==> src/rtl/see_scheduler.sv <==
// SEE fault-injection campaign controller: timed, round-robin, LFSR-positioned upset masks.
// Define SEE_MULTI_BIT_EN for adjacent double-bit upsets; the default build injects single-bit upsets.
module see_scheduler #(
  parameter int          W      = 32,
  parameter int          GROUPS = 4,
  parameter int          CW     = 16,
  parameter logic [31:0] SEED   = 32'hACE1_2024
) (
  input  logic              s_clk_i,
  input  logic              s_reset_i,
  input  logic              s_start_i,
  input  logic              s_stop_i,
  input  logic [CW-1:0]     s_interval_i,
  input  logic [CW-1:0]     s_count_i,
  input  logic [GROUPS-1:0] s_group_en_i,
  output logic [W-1:0]      s_upset_o [GROUPS],
  output logic              s_busy_o,
  output logic              s_done_o,
  output logic [CW-1:0]     s_injected_o
);
  localparam int          IW   = $clog2(W);
  localparam int          PW   = (GROUPS > 1) ? $clog2(GROUPS) : 1;
  localparam logic [31:0] TAPS = 32'h8020_0003;

  typedef enum logic [1:0] {IDLE, WAIT, INJECT, DONE} state_t;

  state_t            state_q, state_d;
  logic [31:0]       lfsr_q;
  logic [CW-1:0]     cnt_q, interval_q, count_q, injected_q;
  logic [PW-1:0]     ptr_q;
  logic [W-1:0]      mask_q [GROUPS];

  logic [2*GROUPS-1:0] en_rot;
  logic [PW-1:0]     sel;
  logic              sel_found;
  logic [IW-1:0]     idx;
  logic [W-1:0]      bit_mask;
  logic [CW-1:0]     inj_next, iv1;
  logic              go, fire;

  assign iv1      = (s_interval_i == '0) ? CW'(1) : s_interval_i;
  assign inj_next = (&injected_q) ? injected_q : injected_q + CW'(1);
  assign idx      = lfsr_q[IW-1:0];
  assign go       = s_start_i && (|s_group_en_i);

`ifdef SEE_MULTI_BIT_EN
  // idx+1 wraps inside IW bits because W is a power of two
  assign bit_mask = (W'(1) << idx) | (W'(1) << IW'(idx + IW'(1)));
`else
  assign bit_mask = W'(1) << idx;
`endif

  // Rotate the enables so bit j corresponds to group (ptr+1+j) mod GROUPS
  always_comb begin
    en_rot    = {s_group_en_i, s_group_en_i} >> (int'(ptr_q) + 1);
    sel       = '0;
    sel_found = 1'b0;
    for (int j = 0; j < GROUPS; j++) begin
      if (!sel_found && en_rot[j]) begin
        sel_found = 1'b1;
        sel       = PW'((int'(ptr_q) + 1 + j) % GROUPS);
      end
    end
  end

  assign fire = (state_q == WAIT) && !s_stop_i && (cnt_q == '0) && sel_found;

  always_comb begin
    state_d = state_q;
    case (state_q)
      IDLE:    if (go) state_d = WAIT;
      WAIT:    if (s_stop_i) state_d = IDLE;
               else if (fire) state_d = INJECT;
      INJECT:  if (s_stop_i) state_d = IDLE;
               else if (count_q != '0 && inj_next == count_q) state_d = DONE;
               else state_d = WAIT;
      DONE:    state_d = IDLE;
      default: state_d = IDLE;
    endcase
  end

  always_ff @(posedge s_clk_i) begin
    if (s_reset_i) begin
      state_q    <= IDLE;
      lfsr_q     <= SEED;
      cnt_q      <= '0;
      interval_q <= '0;
      count_q    <= '0;
      injected_q <= '0;
      ptr_q      <= '0;
      for (int g = 0; g < GROUPS; g++) mask_q[g] <= '0;
    end else begin
      state_q <= state_d;
      if (state_q != IDLE)
        lfsr_q <= {1'b0, lfsr_q[31:1]} ^ (lfsr_q[0] ? TAPS : 32'h0);
      // Masks live for exactly the INJECT cycle
      for (int g = 0; g < GROUPS; g++)
        mask_q[g] <= (fire && sel == PW'(g)) ? bit_mask : '0;
      case (state_q)
        IDLE: if (go) begin
          interval_q <= iv1;
          count_q    <= s_count_i;
          injected_q <= '0;
          cnt_q      <= iv1 - CW'(1);
        end
        WAIT: if (!s_stop_i) begin
          if (cnt_q != '0)  cnt_q <= cnt_q - CW'(1);
          else if (!sel_found) cnt_q <= interval_q - CW'(1);
          else ptr_q <= sel;
        end
        INJECT: if (!s_stop_i) begin
          injected_q <= inj_next;
          cnt_q      <= interval_q - CW'(1);
        end
        default: ;
      endcase
    end
  end

  always_comb
    for (int g = 0; g < GROUPS; g++) s_upset_o[g] = mask_q[g];

  assign s_busy_o     = (state_q != IDLE);
  assign s_done_o     = (state_q == DONE);
  assign s_injected_o = injected_q;
endmodule

==> config.mk <==
export PLATFORM = sky130hd
export DESIGN_NAME = see_scheduler
export DESIGN_NICKNAME = d
export VERILOG_FILES = /design/src/rtl/see_scheduler.sv
export SDC_FILE = /design/constraint.sdc
export NUM_CORES = 1
export LEC_CHECK = 0
export CAP_MARGIN = 20
export CORE_MARGIN = 4
export CORE_UTILIZATION = 46
export DETAILED_ROUTE_END_ITERATION = 8
export GPL_TIMING_DRIVEN = 0
export PLACE_DENSITY = 0.86
export SLEW_MARGIN = 25
export SYNTH_ARGS = -nofsm -noshare
export SYNTH_HDL_FRONTEND = slang
export SYNTH_SLANG_ARGS = --single-unit
==> constraint.sdc <==
create_clock -name s_clk_i -period 2.6 [get_ports s_clk_i]
set_input_delay 0.78 -clock s_clk_i [delete_from_list [all_inputs] [get_ports s_clk_i]]
set_output_delay 0.78 -clock s_clk_i [all_outputs]
set_load 0.03 [all_outputs]
=== Word-level counts from Yosys, hierarchy flattened ===
Memories as Yosys holds them, arrays and structs flattened.
Cells that the tools add are included.

* Add/subtract/negate cells: 8
* Shift-type cells: 2
* Reduce and logical (&&, ||, !) cells: 32
* Bitwise logic cells: 7
* Muxes and demuxes: 37
* Equality and inequality tests: 12

{| class="wikitable"
|+ Operators by type and width
! kind !! number
|-
| 32-bit 2-to-1 mux || 9
|-
| 16-bit 2-to-1 mux || 9
|-
| 16-bit one-hot mux with 3 select lines || 1
|-
| 16-bit by 1-bit subtractor with 16-bit output (second input constant) || 3
|-
| 16-bit logical NOT || 2
|-
| 16-bit one-hot mux with 2 select lines || 1
|-
| 16-bit nonzero test || 2
|-
| 1-bit by 5-bit left shift with 32-bit output (first input constant) || 1
|-
| 31-bit by 32-bit bitwise XOR with 32-bit output || 1
|-
| 2-bit 2-to-1 mux || 9
|-
| 16-bit by 1-bit adder with 16-bit output (second input constant) || 1
|-
| 16-bit == test || 1
|-
| 16-bit AND reduction || 1
|-
| 1-bit logical AND || 12
|-
| 2-bit == test (second input constant) || 4
|-
| 2-bit one-hot mux with 4 select lines || 1
|-
| 8-bit by 3-bit right shift with 4-bit output || 1
|-
| 1-bit 2-to-1 mux || 7
|-
| 2-bit adder (second input constant) || 3
|-
| 2-bit != test (second input constant) || 3
|-
| 5-bit AND reduction || 1
|-
| 2-bit by 1-bit == test with 1-bit output (second input constant) || 2
|-
| 1-bit logical NOT || 4
|-
| 2-bit logical NOT || 2
|-
| 11 further kinds || 17
|}

* Output and inout port bits: 146
* Word-level logic and storage cells: 106
* Input bits: 40
* Bits in writable memories: 128
* Memories kept: 1
* Register bits after elaboration: 100

{| class="wikitable"
|+ Memory list
! name !! words !! bits a word !! rd ports !! clocked after memory_dff !! wr ports !! line !! text
|-
| mask_q || 4 || 32 || 4 || 0 || 4 || 31 || <nowiki>logic [W-1:0] mask_q [GROUPS];</nowiki>
|}

=== Logic depth before layout (Yosys ltp) ===
* Word-level depth: 16
* Mapped depth: 12
* Gate-level depth less buffers: 11

=== Least setup slack after synthesis ===
Ideal clock, no wire load.

* Path type: register to register
* Start point: register cnt_q[0]
* End point: memory mask_q[1][30]
* Path slack: -0.225 ns
* Cell stages (with the launch flop): 11
* Period minus slack after synthesis: 2.825 ns
* Library setup time: 0.065 ns
* Path buffers: 2
* Arrival: 2.759 ns
* Data required time: 2.535 ns
* Cells stage by stage: dfxtp_1 > inv_1 > ha_1 > or4b_2 > or4_4 > or4b_1 > clkbuf_1 > nor3b_2 > nand2b_1 > buf_2 > nor2_1

{| class="wikitable"
|+ RTL lines
! element !! line !! text
|-
| start: declaration || 29 || <nowiki>logic [CW-1:0] cnt_q, interval_q, count_q, injected_q;</nowiki>
|-
| start signal: assignment || 104 || <nowiki>cnt_q <= iv1 - CW'(1);</nowiki>
|-
| start signal: assignment || 107 || <nowiki>if (cnt_q != '0) cnt_q <= cnt_q - CW'(1);</nowiki>
|-
| start signal: assignment || 108 || <nowiki>else if (!sel_found) cnt_q <= interval_q - CW'(1);</nowiki>
|-
| end: declaration || 31 ||
|}

==> flow_summary_export.csv <==
group,metric,value,unit
power,combPwrFrac,19.0,%
power,power.net_switching,2.58,mW
worst_setup_path,crit_required,3040,ps
power,ir_drop,0.000415,V
flow_run,drv_cap,0,
worst_setup_path,worstPathArrival,3360,ps
clock_tree,cts_buffer_depth,3,
layout,finish.utilization,71.6,%
logic_synthesis,netlist_area,9010,um2
floorplan,die_area,21900,um2
global_routing,antenna_found_initial,2,
power,p_sw_share,28.4,%
logic_synthesis,synth_warnings,0,
worst_setup_path,cp-start-kind,"register",
sta,setup_viol,130,
floorplan,ios,186,
logic_synthesis,ys_ff_latch,228,
sta,max_freq,343,MHz
power,p_int,6.52,mW
layout,final_cells,1577,
sta,final_max_slew_viol_count,0,
logic_synthesis,synth_top_family_by_area,"simple AND/OR/NAND/NOR gates",
routing,routedWlPerCell,19.7,um
layout,drive_gt1_share,21.4,%
run_status,status,"finished with violations",
power,pwr-share-seq,41.9,%
power,leakage,4.97,nW
layout,finalInstanceArea,13600,um2
routing,vias_per_cell,5.54,
place,place_congestion,0.908,
clock_tree,clk_pin_slew,70,ps
clock_tree,root_buffer,"clkbuf_16",
clock_tree,cts_hold_buf,0,
global_routing,overflow,0,
layout,fill_cells,1282,
logic_synthesis,syn-num-nets,1095,
sta,hold_viol,0,
worst_setup_path,crit_fanout,8,
clock_tree,cts.sinks,228,
global_routing,grt_pass1_vias,8517,
logic_synthesis,synthMuxAreaShare,4.00,%
layout,final_cell_mix,"220 x dfxtp_1, 166 x clkdlybuf4s50_1, 132 x nand2_1",
floorplan,die_y,148,um
sta,fin_worst_skew,12.1,ps
layout,final_common_cell,"dfxtp_1",
routing,vias,8738,
routing,routed_wl,31000,um
worst_setup_path,crit_type,"reg -> reg",
worst_setup_path,worstSetupEndpointType,"register",
sta,rsz0062_at_grt,"yes",
global_routing,grt_max_degree,14,
sta,fin_ws,-316,ps
sta,post-route-min-period,2920,ps
floorplan,die_w,148,um
logic_synthesis,ys_async_sr_fraction,0,%
routing,firstDrtPassIters,5,
sta,timing.final.crit_share,112,%
global_routing,grt_pass1_wl,45200,um
sta,relSlewSlack,48.3,%
logic_synthesis,synth_simple_gate_area_share,23.9,%
floorplan,coreArea,19000,um2
logic_synthesis,synth_xor_area_share,6.22,%
power,total_power,9.10,mW
logic_synthesis,synth_compound_area_share,10.0,%
routing,antenna_left,0,
power,power.density,670,nW/um2
layout,nets,1354,
hold_path,hp-class,"reg -> reg",
logic_synthesis,synth_adder_area_share,1.81,%
layout,area_delta_synth_final,50.7,%
place,dpl_cell_area,11300,um2
place,numPortBuffers,184,
layout,multi_input_area,5030,um2
logic_synthesis,synth-edff-count,0,
place,dpl.cell_count,1486,
power,power.share.clock,39.2,%
logic_synthesis,ys_seq_area_share,50.7,%
routing,drt_iter0_drc,895,
logic_synthesis,syn_avg_cell_area,8.64,um2
routing,drc,0,
layout,regArea,4580,um2
floorplan,num_rows,50,
run_status,failed_checks,"negative setup slack",
sta,worst_pin_slew,776,ps
floorplan,initial_core_util,47.5,%
logic_synthesis,synthFlopType,"dfxtp_1",
clock_tree,clk_latency,510,ps
clock_tree,cts-htree-levels,1,
clock_tree,cts_tree,"done",
logic_synthesis,synth.distinct_cells,52,
global_routing,gr-usage-all-layers,25.2,%
sta,hold_slack,473,ps
logic_synthesis,synth_cells,1042,
place,dp_hpwl,18400,um
clock_tree,cts_made_buffers,24,
final cells by class:
type / count / area share (%)
clock buffer: 35 / 5.40
inverter: 18 / 0.516
tap: 260 / 2.40
sequential: 228 / 33.7
timing repair buffer: 240 / 17.5
buffer: 53 / 2.74
clock inverter: 6 / 0.654
multi-input combinational: 736 / 37.1
antenna: 1 / 0.0184
layer usage:
metal	GRT usage (%)	routed length (um)
met2	45.3	15700
met5	0	27
met1	30.4	12000
met3	4.87	2540
met4	8.31	844
registers in the layout (all words and copies together), names as in the netlist:
name	count
mask_q	128
lfsr_q	32
cnt_q	16
count_q	16
interval_q	16
s_injected_o	16
ptr_q	2
state_q	2
through the flow:
stage	setup TNS, ps	setup WS (ps)
global placement	-65690	-997
finish	-33380	-316
CTS	-35140	-337
floorplan	-4150	-75.8
detailed placement	-73670	-1110
global route	-38850	-362
power by group through the flow:
stage               clock network [mW]  registers (mW)  logic, mW
floorplan                            0            3.84       1.09
global placement                     0            3.87       1.41
detailed placement                   0            3.88       1.44
CTS                               3.53            3.80       1.61
global route                      3.77            3.83       1.87
finish                            3.56            3.81       1.73
worst paths after layout:
path              cells past startpoint  startpoint  slack (ps)       endpoint
setup / recovery                      8   cnt_q[12]        -320  mask_q[1][23]
hold / removal                        2    ptr_q[0]         470       ptr_q[0]
setup reg to reg                      8   cnt_q[12]        -320  mask_q[1][23]
hold reg to reg                       2    ptr_q[0]         470       ptr_q[0]
worst max-delay path, stage by stage (launching register included):
cell and delay [ps]:
dfxtp_4 350, or4_4 550, or4_4 550, or4b_4 550, nor3b_4 250, buf_6 140, nand2b_4 140, clkbuf_16 210
nor2_4 100
Yosys cell counts, types with 2 or more instances:
library cell | number | share of area, %
dfxtp_1 | 228 | 51
nor2_1 | 198 | 8.3
nand2_1 | 135 | 5.6
a21oi_1 | 73 | 4.1
mux2i_1 | 36 | 4.0
xnor2_1 | 36 | 3.5
clkbuf_1 | 34 | 1.4
nand3_1 | 28 | 1.6
xor2_1 | 28 | 2.7
nor3_1 | 25 | 1.4
inv_1 | 18 | 0.75
nor4_1 | 18 | 1.3
o21ai_0 | 15 | 0.83
o211ai_1 | 14 | 1.2
buf_1 | 13 | 0.54
buf_2 | 13 | 0.72
ha_1 | 13 | 1.8
o221ai_1 | 13 | 1.3
nand2b_1 | 12 | 0.83
or3_1 | 11 | 0.76
nand4_1 | 8 | 0.56
nor2b_1 | 8 | 0.56
or4_1 | 7 | 0.58
a211oi_1 | 6 | 0.50
or2_2 | 5 | 0.35
a31oi_1 | 3 | 0.21
and2_1 | 3 | 0.21
and3_1 | 3 | 0.21
nor3b_1 | 3 | 0.25
o41ai_1 | 3 | 0.29
or4_4 | 3 | 0.38
a21o_1 | 2 | 0.17
a32oi_1 | 2 | 0.19
nand3b_1 | 2 | 0.17
o211a_1 | 2 | 0.22
o21a_1 | 2 | 0.17
o22ai_1 | 2 | 0.14
o31ai_1 | 2 | 0.17
or4b_1 | 2 | 0.22
kinds of logic after synthesis:
group / count (synthesis)
adder cells (fa/ha/maj): 13
XOR/XNOR: 64
AO/OA/AOI/OAI: 146
multiplexers: 36
buffers and inverters: 78
flip-flops: 228
AND/OR/NAND/NOR: 477
what timing repair did:
action / 4_1_cts / 5_1_grt
setup endpoints to repair: 158 / 164
resized for setup: 159 / 173
pin swaps: 33 / 23
setup buffers: 36 / 12
cloned: 8 / 4
(Power assumes the default switching activity.)
==> RTL change 1 (same settings) <==
Set the parameter `CW` to 32 (it was 16).
--- a/src/rtl/see_scheduler.sv
+++ b/src/rtl/see_scheduler.sv
@@ -4,5 +4,5 @@
   parameter int          W      = 32,
   parameter int          GROUPS = 4,
-  parameter int          CW     = 16,
+  parameter int          CW     = 32,
   parameter logic [31:0] SEED   = 32'hACE1_2024
 ) (
Interface: changed (resized s_count_i, s_injected_o and s_interval_i); port bits go from 186 to 234. No check against the original RTL was run, so the function may have changed too.
==> RTL change 1 against the unedited design <==
- the flow still finishes with violations (setup timing)
- total power up 37%
- synthesized cell count up 57%
- worst setup slack worse by 170 ps
- design area up 51%
- sequential cell count up 64
- maximum frequency down 5.5%
- wire length up 74%
- synthesized area up 47%
- critical path depth up 5
- highest routed layer is now met4
==> RTL change 1: results (changes against the unedited design) <==
Fin Setup TNS: -43,990 ps (was -33,380 ps)
post-DP HPWL: 33,100 um (was 18,400 um)
layout cell share with drive strength beyond 1: 25.2% (was 21.4%)
tightest slew margin relative to the limit: 37.6% (was 48.3%)
vias in the first global route: 13,900 (was 8,517)
violated checks: setup timing (unchanged)
Cells after DPL: 2,243 (was 1,486)
Global Route met3 Usage: 6.75% (was 4.87%)
source of the worst register-to-register timing path: cnt_q[0]$_SDFFE_PP0P_ (was cnt_q[12]$_SDFFE_PP0P_)
Filler Cell Count: 1,974 (was 1,282)
multi-input logic portion of the cell area: 42.5% (was 37.1%)
final setup vio count: 161 (was 130)
final core utilization: 73.0% (was 71.6%)
Seq/Total Area, Yosys: 44.1% (was 50.7%)
multiplexer area fraction after synthesis: 2.50% (was 4.00%)
clock network power: 4.75 mW (was 3.56 mW)
First-pass DRT Iterations: 6 (was 5)
overall track demand over capacity in global routing: 30.8% (was 25.2%)
TritonCTS Buffers: 30 (was 24)
required time at the worst-slack endpoint: 3020 ps (was 3040 ps)
worst setup slack before clock tree synthesis: -1850 ps (was -1110 ps)
final cell count without fillers: 2,402 (was 1,577)
run status: finished with violations (unchanged)
Final Wtd Congestion: 1.03 (was 0.908)
clock tree buffer count of the final layout: 36 (was 35)
Register-to-Register Setup Slack: -370 ps (was -320 ps)
hold_sp: s_interval_i[23] (was ptr_q[0]$_SDFFE_PP0P_)
number of cell rows: 61 (was 50)
setup repair bufs after CTS: 78 (was 36)
First DRT Iteration DRCs: 1,539 (was 895)
top layer in use: met4 (was met5)
cell types occupying the most area after synthesis: sky130_fd_sc_hd__dfxtp_1 (44%), sky130_fd_sc_hd__nand2_1 (7.6%), sky130_fd_sc_hd__nor2_1 (6.8%) (was sky130_fd_sc_hd__dfxtp_1 (51%), sky130_fd_sc_hd__nor2_1 (8.3%), sky130_fd_sc_hd__nand2_1 (5.6%))
Post-Route Skew: 18.3 ps (was 12.1 ps)
total number of nets in the final design: 2,084 (was 1,354)
#MultiIn Comb: 1,219 (was 736)
number of buffer cells added on primary ports: 232 (was 184)
Lkg Pwr: 7.36 nW (was 4.97 nW)
fraction of area in clock buffers and inverters: 5.28% (was 6.05%)
setup slack of the critical path after layout: -485 ps (was -316 ps)
flip-flop and latch share of the layout cell area: 28.8% (was 33.7%)
peak supply drop: 0.550 mV (was 0.415 mV)
crit-path max FO: 4 (was 8)
wire length on met1: 20,400 um (was 12,000 um)
count of mapped cells out of synthesis: 1,633 (was 1,042)
final-layout worst hold slack: 457 ps (was 473 ps)
largest net degree at the start of global routing: 17 (was 14)
quantity of gates resized following cts: 375 (was 159)
Plain + repair buffers: 437 (was 293)
net load switching power: 3.91 mW (was 2.58 mW)
[RTL change 1: cell count changes in the layout (fill, tap and decap cells not counted), moves of 25 or more]
| cell | unedited run | this run |
|---|---|---|
| sky130_fd_sc_hd__xor2_1 | 27 | 59 |
| sky130_fd_sc_hd__xnor2_1 | 35 | 60 |
| sky130_fd_sc_hd__buf_4 | 36 | 81 |
| sky130_fd_sc_hd__nor2_4 | 69 | 116 |
| sky130_fd_sc_hd__clkdlybuf4s50_1 | 166 | 208 |
| sky130_fd_sc_hd__nand2_1 | 132 | 253 |
| sky130_fd_sc_hd__dfxtp_1 | 220 | 265 |
| sky130_fd_sc_hd__a21oi_1 | 70 | 113 |
[RTL change 1: worst paths after layout]
path / end / cells past startpoint
hold reg to reg: cnt_q[22]$_SDFFE_PP0P_ / 2
hold / removal: interval_q[23]$_SDFFE_PP0P_ / 3
setup reg to reg: mask_q[0][29]$_SDFF_PP0_ / 13
setup / recovery: cnt_q[26]$_SDFFE_PP0P_ / 13
==> RTL change 2 (same flow settings) <==
Without the edit above. Register the outputs `s_busy_o` and `s_done_o`, without a reset; this adds one clock of latency there. The other outputs are not delayed to match.
--- a/src/rtl/see_scheduler.sv
+++ b/src/rtl/see_scheduler.sv
@@ -121,6 +121,8 @@
     for (int g = 0; g < GROUPS; g++) s_upset_o[g] = mask_q[g];
 
-  assign s_busy_o     = (state_q != IDLE);
-  assign s_done_o     = (state_q == DONE);
+  always_ff @(posedge s_clk_i) begin
+    s_busy_o <= (state_q != IDLE);
+    s_done_o <= (state_q == DONE);
+  end
   assign s_injected_o = injected_q;
 endmodule
Behaviour: not the same (a bounded check fails within 4 cycles, from zero or initial values and one cycle with s_reset_i high).
==> RTL change 2 against the unedited design <==
- wire length is 8.9% lower
- non-clock buffer count is 4 lower
- worst setup slack got worse by 130 ps
- via count is 2.2% lower
- largest cell class unchanged
- highest routed layer is now met4
- sequential power grew 1%
- maximum frequency shrank 4.4%
- design area decreased by 0.89%
- clock skew up 8.0 ps
- count of clock-buffer cells in the layout shrank 3
- total power grew 0.96%
- critical path type unchanged
- sequential cell count increased by 2
- synthesized area increased by 0.44%
- die area grew 0.42%
- combinational power grew 4%
- the run still ends with setup timing left
==> RTL change 2: results (changes against the unedited design) <==
cell-internal power: 6.61 mW (was 6.52 mW)
run status: finished with violations (unchanged)
ratio of routed vias to standard cells: 5.40 (was 5.54)
total number of nets in the final design: 1,352 (was 1,354)
Mapped Avg Cell Area: 8.67 um2 (was 8.64 um2)
Routed WL per cell: 17.9 um (was 19.7 um)
Fin Setup TNS: -48,850 ps (was -33,380 ps)
crit-path max FO: 7 (was 8)
multi-input logic area: 4840 um2 (was 5030 um2)
initial antenna violation count: 1 (was 2)
power dissipated in combinational cells: 1.80 mW (was 1.73 mW)
Met2 Wirelength: 14,300 um (was 15,700 um)
First DRT Iteration DRCs: 614 (was 895)
critical register-to-register path endpoint: mask_q[1][18]$_SDFF_PP0_ (was mask_q[1][23]$_SDFF_PP0_)
setup slack of the critical path after layout: -449 ps (was -316 ps)
hold_sp: lfsr_q[23]$_SDFFE_PP1P_ (was ptr_q[0]$_SDFFE_PP0P_)
Post-Place Cell Area: 11,300 um2 (about the same)
multiplexer area fraction after synthesis: 3.98% (was 4.00%)
Plain + repair buffers: 289 (was 293)
met1 routing resource usage after global routing: 28.6% (was 30.4%)
clock tree buffer count of the final layout: 32 (was 35)
met3 layer wire length in the routed design: 2140 um (was 2540 um)
layout cell share with drive strength beyond 1: 17.8% (was 21.4%)
overall track demand over capacity in global routing: 24.0% (was 25.2%)
peak supply drop: 0.409 mV (was 0.415 mV)
final setup vio count: 149 (was 130)
ranking of synthesized cells by instance count: sky130_fd_sc_hd__dfxtp_1 (230), sky130_fd_sc_hd__nor2_1 (198), sky130_fd_sc_hd__nand2_1 (135) (was sky130_fd_sc_hd__dfxtp_1 (228), sky130_fd_sc_hd__nor2_1 (198), sky130_fd_sc_hd__nand2_1 (135))
global-route wire length before repair: 43,200 um (was 45,200 um)
fraction of synthesized cell area in xor and xnor cells: 6.20% (was 6.22%)
violated checks: setup timing (unchanged)
post-DP HPWL: 18,200 um (was 18,400 um)
syn_nets: 1,097 (was 1,095)
slowest cell on the critical path: sky130_fd_sc_hd__or4b_4 (was sky130_fd_sc_hd__or4_4)
top layer in use: met4 (was met5)
tightest slew margin relative to the limit: 50.5% (was 48.3%)
Filler Cell Count: 1,385 (was 1,282)
wire length on met1: 11,300 um (was 12,000 um)
compound-gate portion of the synthesized area: 9.96% (was 10.0%)
Cells after DPL: 1,493 (was 1,486)
source of the worst register-to-register timing path: cnt_q[1]$_SDFFE_PP0P_ (was cnt_q[12]$_SDFFE_PP0P_)
Hold Path Sink: lfsr_q[22]$_SDFFE_PP1P_ (was ptr_q[0]$_SDFFE_PP0P_)
adder-cell share of the synthesized area: 1.80% (was 1.81%)
FF-to-FF path depth: 10 (was 8)
flip-flop and latch share of the layout cell area: 34.3% (was 33.7%)
Seq/Total Area, Yosys: 50.9% (was 50.7%)
Global Route met3 Usage: 4.42% (was 4.87%)
Lkg Pwr: 4.97 nW (about the same)
drt total wl: 28,300 um (was 31,000 um)
GRT met2 Usage: 43.7% (was 45.3%)
-- RTL change 2: repair_timing --
| action | in CTS | in global routing |
|---|---|---|
| cloned | 7 | 1 |
| buffers inserted | 33 | 18 |
| gates resized for setup | 155 | 98 |
| pin swaps | 36 | 21 |
| setup endpoints to repair | 161 | 190 |
-- RTL change 2: worst max path at each step --
stage                           startpoint                        to  cells after the start  slack (ps)
floorplan            cnt_q[9]$_SDFFE_PP0P_  mask_q[1][30]$_SDFF_PP0_                      8         -80
global placement           s_interval_i[8]    cnt_q[10]$_SDFFE_PP0P_                     12       -1010
detailed placement         s_interval_i[5]    cnt_q[10]$_SDFFE_PP0P_                     12       -1150
CTS                 cnt_q[12]$_SDFFE_PP0P_   mask_q[1][7]$_SDFF_PP0_                      9        -390
global route         cnt_q[1]$_SDFFE_PP0P_  mask_q[1][18]$_SDFF_PP0_                     10        -550
finish               cnt_q[1]$_SDFFE_PP0P_  mask_q[1][18]$_SDFF_PP0_                     10        -450
